### src/rtl/miner_pkg.sv
// miner_pkg: shared state encoding, frame constants and frame byte selection
package miner_pkg;
  typedef enum logic [1:0] {IDLE, COMPARE, SEND} rtx_state_t;
  localparam logic [7:0] FRAME_HDR = 8'hA5;
  localparam int FRAME_LEN = 10;
  localparam int NONCE_W = 32;
  function automatic logic [7:0] frame_byte(input logic [3:0] i, input logic [NONCE_W-1:0] n, input logic [31:0] h);
    logic [7:0] chk;
    chk = n[31:24] ^ n[23:16] ^ n[15:8] ^ n[7:0] ^ h[31:24] ^ h[23:16] ^ h[15:8] ^ h[7:0];
    case (i)
      4'd0: return FRAME_HDR;
      4'd1: return n[31:24];
      4'd2: return n[23:16];
      4'd3: return n[15:8];
      4'd4: return n[7:0];
      4'd5: return h[31:24];
      4'd6: return h[23:16];
      4'd7: return h[15:8];
      4'd8: return h[7:0];
      4'd9: return chk;
      default: return 8'h00;
    endcase
  endfunction
endpackage

### src/rtl/miner_result_tx_if.sv
// miner_result_tx_if: hash result in, framed byte stream out
interface miner_result_tx_if;
  import miner_pkg::*;
  logic finished;
  logic [255:0] hash_out;
  logic [NONCE_W-1:0] nonce;
  logic [255:0] target;
  logic tx_ready;
  logic send_data;
  logic [7:0] tx_data;
  logic tx_valid;
  logic busy;
  modport master(output finished, hash_out, nonce, target, tx_ready, input send_data, tx_data, tx_valid, busy);
  modport slave(input finished, hash_out, nonce, target, tx_ready, output send_data, tx_data, tx_valid, busy);
endinterface

### src/rtl/hash_lt_cmp.sv
// hash_lt_cmp: 256-bit unsigned strict less-than
module hash_lt_cmp (
  input  logic [255:0] a,
  input  logic [255:0] b,
  output logic         lt
);
  assign lt = a < b;
endmodule

### src/rtl/miner_result_tx.sv
// miner_result_tx: checks a finished hash against target and streams a 10-byte golden-nonce frame
module miner_result_tx
  import miner_pkg::*;
(
  input logic clk,
  input logic rst,
  miner_result_tx_if.slave bus
);
  rtx_state_t state, state_n;
  logic [3:0] idx;
  logic [255:0] hash_q;
  logic [NONCE_W-1:0] nonce_q;
  logic hit, last;
  hash_lt_cmp u_cmp (.a(hash_q), .b(bus.target), .lt(hit));
  assign last = state == SEND && bus.tx_ready && idx == 4'(FRAME_LEN - 1);
  always_ff @(posedge clk)
    if (rst) state <= IDLE;
    else state <= state_n;
  always_comb
    state_n = state == IDLE ? (bus.finished ? COMPARE : IDLE) :
              state == COMPARE ? (hit ? SEND : IDLE) :
              (last ? IDLE : SEND);
  // capture only from IDLE so pulses arriving mid-frame leave the frame intact
  always_ff @(posedge clk)
    if (rst) begin
      idx <= 4'd0;
      hash_q <= '0;
      nonce_q <= '0;
    end else begin
      if (state == IDLE && bus.finished) begin
        hash_q <= bus.hash_out;
        nonce_q <= bus.nonce;
      end
      idx <= (state != SEND || last) ? 4'd0 : bus.tx_ready ? idx + 4'd1 : idx;
    end
  always_comb begin
    bus.send_data = state == SEND;
    bus.tx_valid = state == SEND;
    bus.tx_data = state == SEND ? frame_byte(idx, nonce_q, hash_q[255:224]) : 8'h00;
    bus.busy = state != IDLE;
  end
endmodule

### src/flat_wrapper.sv
// flat-port wrapper written by rule: the top's interface ports become plain ports
module miner_result_tx_flat import miner_pkg::*;
  (clk, rst, bus_finished, bus_hash_out, bus_nonce, bus_target, bus_tx_ready, bus_send_data, bus_tx_data, bus_tx_valid, bus_busy);
  miner_result_tx_if bus_i ();
  input logic clk;
  input logic rst;
  input wire logic [$bits(bus_i.finished)-1:0] bus_finished;
  input wire logic [$bits(bus_i.hash_out)-1:0] bus_hash_out;
  input wire logic [$bits(bus_i.nonce)-1:0] bus_nonce;
  input wire logic [$bits(bus_i.target)-1:0] bus_target;
  input wire logic [$bits(bus_i.tx_ready)-1:0] bus_tx_ready;
  output wire logic [$bits(bus_i.send_data)-1:0] bus_send_data;
  output wire logic [$bits(bus_i.tx_data)-1:0] bus_tx_data;
  output wire logic [$bits(bus_i.tx_valid)-1:0] bus_tx_valid;
  output wire logic [$bits(bus_i.busy)-1:0] bus_busy;
  assign bus_i.finished = bus_finished;
  assign bus_i.hash_out = bus_hash_out;
  assign bus_i.nonce = bus_nonce;
  assign bus_i.target = bus_target;
  assign bus_i.tx_ready = bus_tx_ready;
  assign bus_send_data = bus_i.send_data;
  assign bus_tx_data = bus_i.tx_data;
  assign bus_tx_valid = bus_i.tx_valid;
  assign bus_busy = bus_i.busy;
  miner_result_tx u_core (.clk(clk), .rst(rst), .bus(bus_i));
endmodule
### config.mk
export PLATFORM = sky130hd
export DESIGN_NAME = miner_result_tx_flat
export DESIGN_NICKNAME = d
export VERILOG_FILES = /design/src/rtl/miner_pkg.sv /design/src/rtl/miner_result_tx_if.sv /design/src/rtl/hash_lt_cmp.sv /design/src/rtl/miner_result_tx.sv /design/src/flat_wrapper.sv
export SDC_FILE = /design/constraint.sdc
export NUM_CORES = 1
export LEC_CHECK = 0
export BUFFER_PORTS_ARGS = -buffer_cell sky130_fd_sc_hd__buf_2
export CAP_MARGIN = 5
export CORE_AREA = 2 2 218 220
export CTS_BUF_LIST = sky130_fd_sc_hd__clkbuf_4 sky130_fd_sc_hd__clkbuf_8
export CTS_CLUSTER_SIZE = 28
export DETAILED_ROUTE_END_ITERATION = 10
export DIE_AREA = 0 0 220 222
export SLEW_MARGIN = 20
export SYNTH_ARGS = -nofsm -noshare
export SYNTH_HDL_FRONTEND = slang
export SYNTH_SLANG_ARGS = --single-unit
### constraint.sdc
create_clock -name clk -period 4.5 [get_ports clk]
set_clock_uncertainty 0.05 [all_clocks]
set_input_delay 0.45 -clock clk [delete_from_list [all_inputs] [get_ports clk]]
set_output_delay 0.45 -clock clk [all_outputs]
set_load 0.05 [all_outputs]
# --- Yosys cells after proc, flatten, opt, wreduce, memory -nomap -nowiden ---
# Index checks and enable logic that the tools add are counted.
totals:
  input_bits: 548
  reg_bits: 294
op_classes:
  n_bitwise: 7
  n_lt_le_gt_ge: 1
  n_reduce_logical: 8
  addsub: 1
  n_eq_ne: 12
  muxes: 7
ops:
  columns: ["cell", "n"]
  rows:
  - ["$lt 256x256->1", 1]
  - ["$pmux 8 s10", 1]
  - ["$xor 8x8->8", 7]
  - ["$eq 4x3->1 const B", 4]
  - ["$eq 4x2->1 const B", 2]
  - ["$eq 4x4->1 const B", 2]
  - ["$mux 2", 4]
  - ["$mux 8", 1]
  - ["$add 4x1->4 const B", 1]
  - ["$eq 4x1->1 const B", 1]
  - ["$logic_not 4->1", 1]
  - ["$logic_and 1x1->1", 3]
  - ["$eq 2x1->1 const B", 1]
  - ["$eq 2x2->1 const B", 1]
  - ["$logic_not 2->1", 1]
  - ["$ne 2x2->1 const B", 1]
  - ["$reduce_bool 2->1", 1]
  - ["$reduce_or 2->1", 1]
  - ["$logic_or 1x1->1", 1]
  - ["$mux 1", 1]

# --- Logic depth before layout (Yosys ltp) ---
# Gate-level depths: netlist of the first run.
depth:
  depth_word: 9
  ltp_mapped: 10
  ltp_nobuf: 10

# --- Modules after synthesis ---
# A second synthesis of the first run with hierarchy kept.
unflattened:
  hier_cells: 2339
  hier_area_um2: 17790.8
by_module_without_submodules:
  columns: ["mod", "cells_each", "n_inst", "seq_area_each_um2", "area_per_inst_um2"]
  rows:
  - ["miner_result_tx", 1425, 1, 5885.6, 11350.9]
  - ["hash_lt_cmp", 914, 1, 0.0, 6439.9]

# --- Worst setup path before layout of the first run ---
# Ideal clock, no wire load.
synth_timing:
  path_type: "reg2out"
  startpoint: "register u_core.idx[0]"
  endpoint: "output port bus_tx_data[3]"
  path_buffers: 2
  path_slack_ps: 1702
  arrival_ps: 2298
  path_stages_with_launch: 8
  cell_sequence: "dfxtp_1 -> ha_1 -> clkbuf_1 -> clkbuf_1 -> a22oi_1 -> a311oi_1 -> a31oi_1 -> a21oi_1"
synth_via:
  elab_chain_len: 3
  elab_cells_between_ends: 12
  classes_between: "eq/ne (9); mux (2); reduce/logical (1)"
synth_lines:
  columns: ["item", "line", "text"]
  rows:
  - ["from (decl)", "miner_result_tx.sv:10", "logic [3:0] idx;"]
  - ["from (signal assigned)", "miner_result_tx.sv:34", "idx <= (state != SEND || last) ? 4'd0 : bus.tx_ready ? idx + 4'd1 : idx;"]
  - ["$eq 4x4->1 (tied with other cells)", "miner_pkg.sv:10", "case (i)"]
  - ["$pmux 8 s10 (*)", "miner_pkg.sv:10", null]
  - ["$mux 8 (*)", "miner_result_tx.sv:39", "bus.tx_data = state == SEND ? frame_byte(idx, nonce_q, hash_q[255:224]) : 8'h00;"]
  - ["to (decl)", "flat_wrapper.sv:13", "output wire logic [$bits(bus_i.tx_data)-1:0] bus_tx_data;"]
# Every way passes the cells marked *; elsewhere a longest branch is shown, timed or not.

# --- Worst setup path after layout of the first run ---
layout_timing:
  startpoint: "register u_core.idx[0]"
  endpoint: "output port bus_tx_data[1]"
# The elaborated chain is that of the path after synthesis.

==> out/metrics.cfg, run 1 <==
[run_status]
status = completed

[sta]
tightestPinTransition_ns = 1.13
fin_setup_tns_ns = 0
timing.final.crit_share = 0.773
fin_crit_ns = 3.48
setup_violations = 0
whs_ns = 0.0580
slew_headroom = 0.247
drv_slew = 0
rsz0062_at_grt = no
hold_viol = 0
max_freq_mhz = 287

[yosys]
synth_area_leaders = dfxtp_1 (34%), ha_1 (18%), nand2_1 (14%)
synth_area_per_cell_um2 = 7.50
ys_ff_latch = 294
synth_cells = 2340
ys_types = 61
synth-edff-count = 0
synth_common_cells = nand2_1 (641), a21oi_1 (391), dfxtp_1 (294), inv_1 (263), ha_1 (259)
yosysWarnings = 0
syn_area_um2 = 17600
yosysSeqAreaShare = 0.335
yosysTopAreaCellShare = 0.335
synth-async-reset-ratio = 0
syn_nets = 3147
yosys.area.top_type = dfxtp_1
ys.flop_type = dfxtp_1
yosysMostFrequentCell = nand2_1

[min_path]
hold_end = u_core.hash_q[172]
whs_path_depth = 3
min_path_type = input pin to flop
min_from = bus_hash_out[172]

[cts]
cts_made_buffers = 56
clkLatencyLatePin_ns = 0.63
cts_max_level = 2
path_clk_slew_ns = 0.06
cts_resized = 0
clockBufferDepth = 3
cts.sinks = 294
cts_tree = yes
root_buffer = clkbuf_8

[routing]
routed-via-count = 19100
drt_wl_total_mm = 63.8
drc = 0
drt_iter0_markers = 969
wl_per_cell_um = 16.8
avgViaCountPerCell = 5.03
first_pass_iters = 6
final_antenna_net_count = 0

[final_layout]
multiInputGateArea_um2 = 10300
fillCellCount = 4456
area_delta_synth_final_pct = 41.3
nets = 3933
drive_above_1_share = 0.214
seq_area_um2 = 5890

[power]
p_comb_frac = 0.254
power_leakage_nw = 12.4
power.share.clock = 0.361
p_int_w = 0.00539
power.density_nw_per_um2 = 318
finalPower_w = 0.00788
switchingPower_w = 0.00249
p_seq_frac = 0.385
swShare = 0.317
ir_drop_mv = 0.234

[flow_run]
maxCapViolCount = 0

[setup_path]
r2r_end = u_core.state[1]
r2r_slack_ns = 1.15
critPathLaunchType = flop
arrival_ns = 2.98
worst_ep_required_time_ns = 4.00
cp_max_fo = 18
r2r-start = u_core.hash_q[187]
endpoint_kind = output port
critical_path_class = flop to output port
r2r_cells = 9

[global_route]
grt_pass1_wl_mm = 98.6
antenna_found_initial = 31
grt.total_usage = 0.252
grt_max_degree = 155
grt_pass1_vias = 19400
grt-ovfl-total = 0

[floorplan]
row_count = 79
die_h_um = 222
io_pins = 559
fp.dieW_um = 220
die-area_um2 = 48800
initial_core_util = 0.380
fp.coreArea_um2 = 46300

[placed_design]
dp_hpwl_mm = 46.8
portBuffers = 558
gp_congestion = 0.949

-- cell type report --
cell class,count,area share
flip-flops and latches,294,0.237
multi-input cells,1674,0.415
inverters,263,0.0398
well taps,607,0.0306
clock inverters,2,0.000403
clock buffers,95,0.0479
repair buffers,837,0.227
diodes,23,0.00232
-- routing by layer --
layer,vias up,track usage,routed length (um)
met2,629,0.439,31300
met1,8812,0.293,25800
met3,200,0.0487,3690
met5,-,0,105
met4,16,0.125,2890
li1,9418,-,-
-- state kept, by name, summed over array words and instances (netlist names) --
signal / cells
u_core.idx: 4
u_core.hash_q: 256
u_core.state: 2
u_core.nonce_q: 32
-- worst max path at each step --
stage / start / to
finish: u_core.idx[0] / bus_tx_data[1]
global route: u_core.idx[1] / bus_tx_data[1]
floorplan: u_core.idx[0] / bus_tx_data[3]
global placement: bus_target[189] / u_core.state[1]
detailed placement: bus_target[189] / u_core.state[1]
CTS: u_core.hash_q[187] / u_core.state[1]
-- power groups by stage --
stage                     registers (W)  clock network (W)  logic, W
after floorplan                 0.00302                  0   0.00120
after global placement          0.00308                  0   0.00176
after detailed placement        0.00309                  0   0.00180
after CTS                       0.00303            0.00292   0.00200
after global routing            0.00306            0.00302   0.00224
final                           0.00304            0.00284   0.00200
-- critical path, cell delays in order (launching register included) --
cell	delay [ns]
dfxtp_1	0.42
ha_1	0.62
a222oi_1	0.23
nor2b_1	0.18
a311oi_1	0.30
a31oi_1	0.07
a21oi_1	0.22
buf_2	0.31
-- kinds of logic (layout without fill, tap and decap cells) --
logic type | after synthesis | count (layout) | synth area share
other cells | 0 | 23 | 0
mux | 1 | 1 | 0.000570
buf+inv | 372 | 1197 | 0.0797
simple gates | 787 | 787 | 0.184
fa+ha+maj | 259 | 259 | 0.185
compound gates | 568 | 568 | 0.187
xor+xnor | 59 | 59 | 0.0294
flops | 294 | 294 | 0.335
-- metrics by stage --
stage / setup slack, ns / instance area (um2) / utilization / cells
after floorplan: 1.70 / 17600 / - / 2340
after global placement: 0.569 / 20800 / 0.451 / 3404
after detailed placement: 0.697 / 20800 / 0.451 / 3404
after CTS: 0.939 / 24800 / 0.535 / 3772
after global routing: 0.799 / 24800 / 0.536 / 3794
final: 1.02 / 24800 / 0.536 / 3795
-- cell usage in the layout, fill, tap and decap left out, drive strengths merged, types with 20 or more instances in the layout --
cell type and count:
inv 263, dlygate4sd3 271, o21ai 45, a21oi 393
xnor2 49, clkbuf 95, nand4 41, nand3 20
buf 566, nor2 46, diode 23, a21o 33
dfxtp 294, nand2 641, ha 259
-- what timing repair did --
| action | 4_1_cts | 5_1_grt |
|---|---|---|
| hold endpoints to repair | 271 | 0 |
| setup buffers | 0 | 0 |
| hold buffers | 271 | 0 |
(Power assumes the default switching activity.)
==> run 2: changes to the inputs <==
--- a/config.mk
+++ b/config.mk
@@ -7,11 +7,11 @@
 export LEC_CHECK = 0
 export BUFFER_PORTS_ARGS = -buffer_cell sky130_fd_sc_hd__buf_2
 export CAP_MARGIN = 5
-export CORE_AREA = 2 2 218 220
+export CORE_AREA = 2 2 219 221
 export CTS_BUF_LIST = sky130_fd_sc_hd__clkbuf_4 sky130_fd_sc_hd__clkbuf_8
 export CTS_CLUSTER_SIZE = 28
 export DETAILED_ROUTE_END_ITERATION = 10
-export DIE_AREA = 0 0 220 222
+export DIE_AREA = 0 0 221 223
 export SLEW_MARGIN = 20
 export SYNTH_ARGS = -nofsm -noshare
 export SYNTH_HDL_FRONTEND = slang
==> constraint.sdc (replaced) <==
create_clock -name clk -period 3.2 [get_ports clk]
set_clock_uncertainty 0.05 [all_clocks]
set_input_delay 0.32 -clock clk [delete_from_list [all_inputs] [get_ports clk]]
set_output_delay 0.32 -clock clk [all_outputs]
set_load 0.05 [all_outputs]
==> run 2 against run 1 <==
Effect of this change: worst hold slack better by 0.066 ns; highest routed layer unchanged; combinational power is 44% higher; via count is 0.92% higher; total power is 41% higher; sequential power is 40% higher; first-iteration DRC count is 4.4% higher; critical path depth is 1 higher.
==> out/metrics.cfg, run 2 (synthesized netlist as in run 1, its figures left out) <==
[setup_path]
arrival_ns = 2.72  ; -0.26 ns
critical_path_class = flop to output port
worst_ep_required_time_ns = 2.83  ; -1.17 ns
r2r_cells = 8  ; -1
endpoint_kind = output port
critPathLaunchType = flop
cp_max_fo = 9  ; -9

[routing]
first_pass_iters = 8  ; +2
routed-via-count = 19300  ; +0.92%
drt_iter0_markers = 1012  ; +4.4%
wl_per_cell_um = 16.7  ; -0.61%
drc = 0  ; unchanged
final_antenna_net_count = 0  ; unchanged
drt_wl_total_mm = 64.0  ; +0.33%
avgViaCountPerCell = 5.02  ; about the same

[flow_run]
maxCapViolCount = 0  ; unchanged

[sta]
setup_violations = 0  ; unchanged
fin_crit_ns = 3.09
hold_viol = 0  ; unchanged
tightestPinTransition_ns = 0.990  ; -0.139 ns
timing.final.crit_share = 0.964
fin_setup_tns_ns = 0  ; unchanged
drv_slew = 0  ; unchanged
max_freq_mhz = 324
rsz0062_at_grt = no
slew_headroom = 0.340  ; +0.0928

[placed_design]
gp_congestion = 0.936  ; -1.3%
portBuffers = 558  ; unchanged
dp_hpwl_mm = 47.1  ; +0.63%
placed_cells = 3426  ; +0.65%

[final_layout]
mostFrequentLayoutCells = nand2_1 (640), buf_2 (557), a21oi_1 (391)
drive_above_1_share = 0.219  ; +0.00442
top_regs = u_core.hash_q x256, u_core.nonce_q x32, u_core.idx x4
largest_reg_flops = 256  ; unchanged
area_delta_synth_final_pct = 43.1
mostFrequentLayoutCell = nand2_1
finalNonFillerCells = 3831  ; +0.95%
regMostFlops = u_core.hash_q
fillCellCount = 4427  ; -0.65%
nets = 3964  ; +0.79%

[cts]
cts_tree = yes
path_clk_slew_ns = 0.05  ; about the same
clkLatencyLatePin_ns = 0.64  ; about the same
cts_made_buffers = 55  ; -1.8%
clockBufferDepth = 3  ; unchanged
cts.sinks = 294  ; unchanged
root_buffer = clkbuf_8
cts_max_level = 2  ; unchanged

[floorplan]
row_count = 80  ; +1.3%
fp.dieW_um = 221  ; +0.45%
initial_core_util = 0.372  ; -0.00713
io_pins = 559  ; unchanged
die_h_um = 223  ; +0.45%
fp.coreArea_um2 = 47100  ; +1.9%
die-area_um2 = 49300  ; +0.91%

[min_path]
whs_path_depth = 2  ; -1
min_path_type = input pin to flop

[global_route]
grt-ovfl-total = 0  ; unchanged
grt_pass1_wl_mm = 101  ; +2.2%
grt_pass1_vias = 19800  ; +2.2%
grt.total_usage = 0.252  ; -0.000829
grt_max_degree = 148  ; -4.5%
antenna_found_initial = 24  ; -23%

[power]
ir_drop_mv = 0.345  ; +47%
power_leakage_nw = 12.5  ; +1.2%
power.density_nw_per_um2 = 443  ; +40%

[run_status]
status = completed

==> run 2: changes by cell type in the layout (fill, tap and decap cells not counted), sizes merged <==
cell / previous run / this run
clkinvlp: 0 / 1
inv: 263 / 264
buf: 566 / 579
diode: 23 / 19
clkinv: 2 / 6
clkbuf: 95 / 88
bufinv: 0 / 2
dlygate4sd3: 271 / 289
==> run 2: layout make-up <==
type	count	area, um2	share of cell area
multi-input cells	1674	10300	0.410
repair buffers	869	5950	0.237
flip-flops and latches	294	5890	0.234
clock buffers	87	1080	0.0432
inverters	263	987	0.0393
well taps	615	769	0.0306
clock inverters	10	106	0.00423
diodes	19	47.5	0.00189
==> run 2: metal layers <==
layer / share of wire / track usage
met3: 0.053 / 0.0425
met2: 0.49 / 0.441
met4: 0.046 / 0.124
met1: 0.41 / 0.297
met5: 0.00097 / 0
==> run 2: metrics by stage <==
stage	util	hold WS [ns]	total power [W]	cell area [um2]	setup WS [ns]
6_report	0.533	0.124	0.0111	25100	0.115
5_1_grt	0.533	0.118	0.0118	25100	0.00970
4_1_cts	0.532	0.0709	0.0112	25100	0.0431
3_5_place_dp	0.445	0.402	0.00692	21000	0.293
3_3_place_gp	0.445	0.397	0.00684	21000	0.240
2_1_floorplan	-	0.387	0.00593	17600	0.532
==> run 2: what timing repair did <==
action / CTS / global route
buffers inserted: 0 / 0
hold endpoints to repair: 292 / 0
setup endpoints to repair: 5 / 8
hold buffers: 289 / 0
gates resized for setup: 3 / 5
==> run 2: worst paths after layout <==
| kind | start | to | slack [ns] |
|---|---|---|---|
| setup reg to reg | u_core.hash_q[124] | u_core.state[1] | 0.46 |
| hold / removal | rst | u_core.state[0] | 0.12 |
| hold reg to reg | u_core.hash_q[79] | u_core.hash_q[79] | 0.41 |
| setup / recovery | u_core.idx[1] | bus_tx_data[1] | 0.11 |
==> run 2: where the power goes <==
group          leakage, nW  internal (W)  switching [W]
sequential            2.41       0.00400       0.000267
combinational         9.46       0.00131        0.00157
clock                0.635       0.00230        0.00169
==> run 2: worst max-delay path, cell delays in order (launching register included) <==
cell	delay, ns
dfxtp_2	0.35
inv_1	0.09
ha_2	0.33
buf_4	0.20
nor4_1	0.06
o22ai_1	0.16
nand2_1	0.26
a21oi_1	0.31
buf_2	0.32
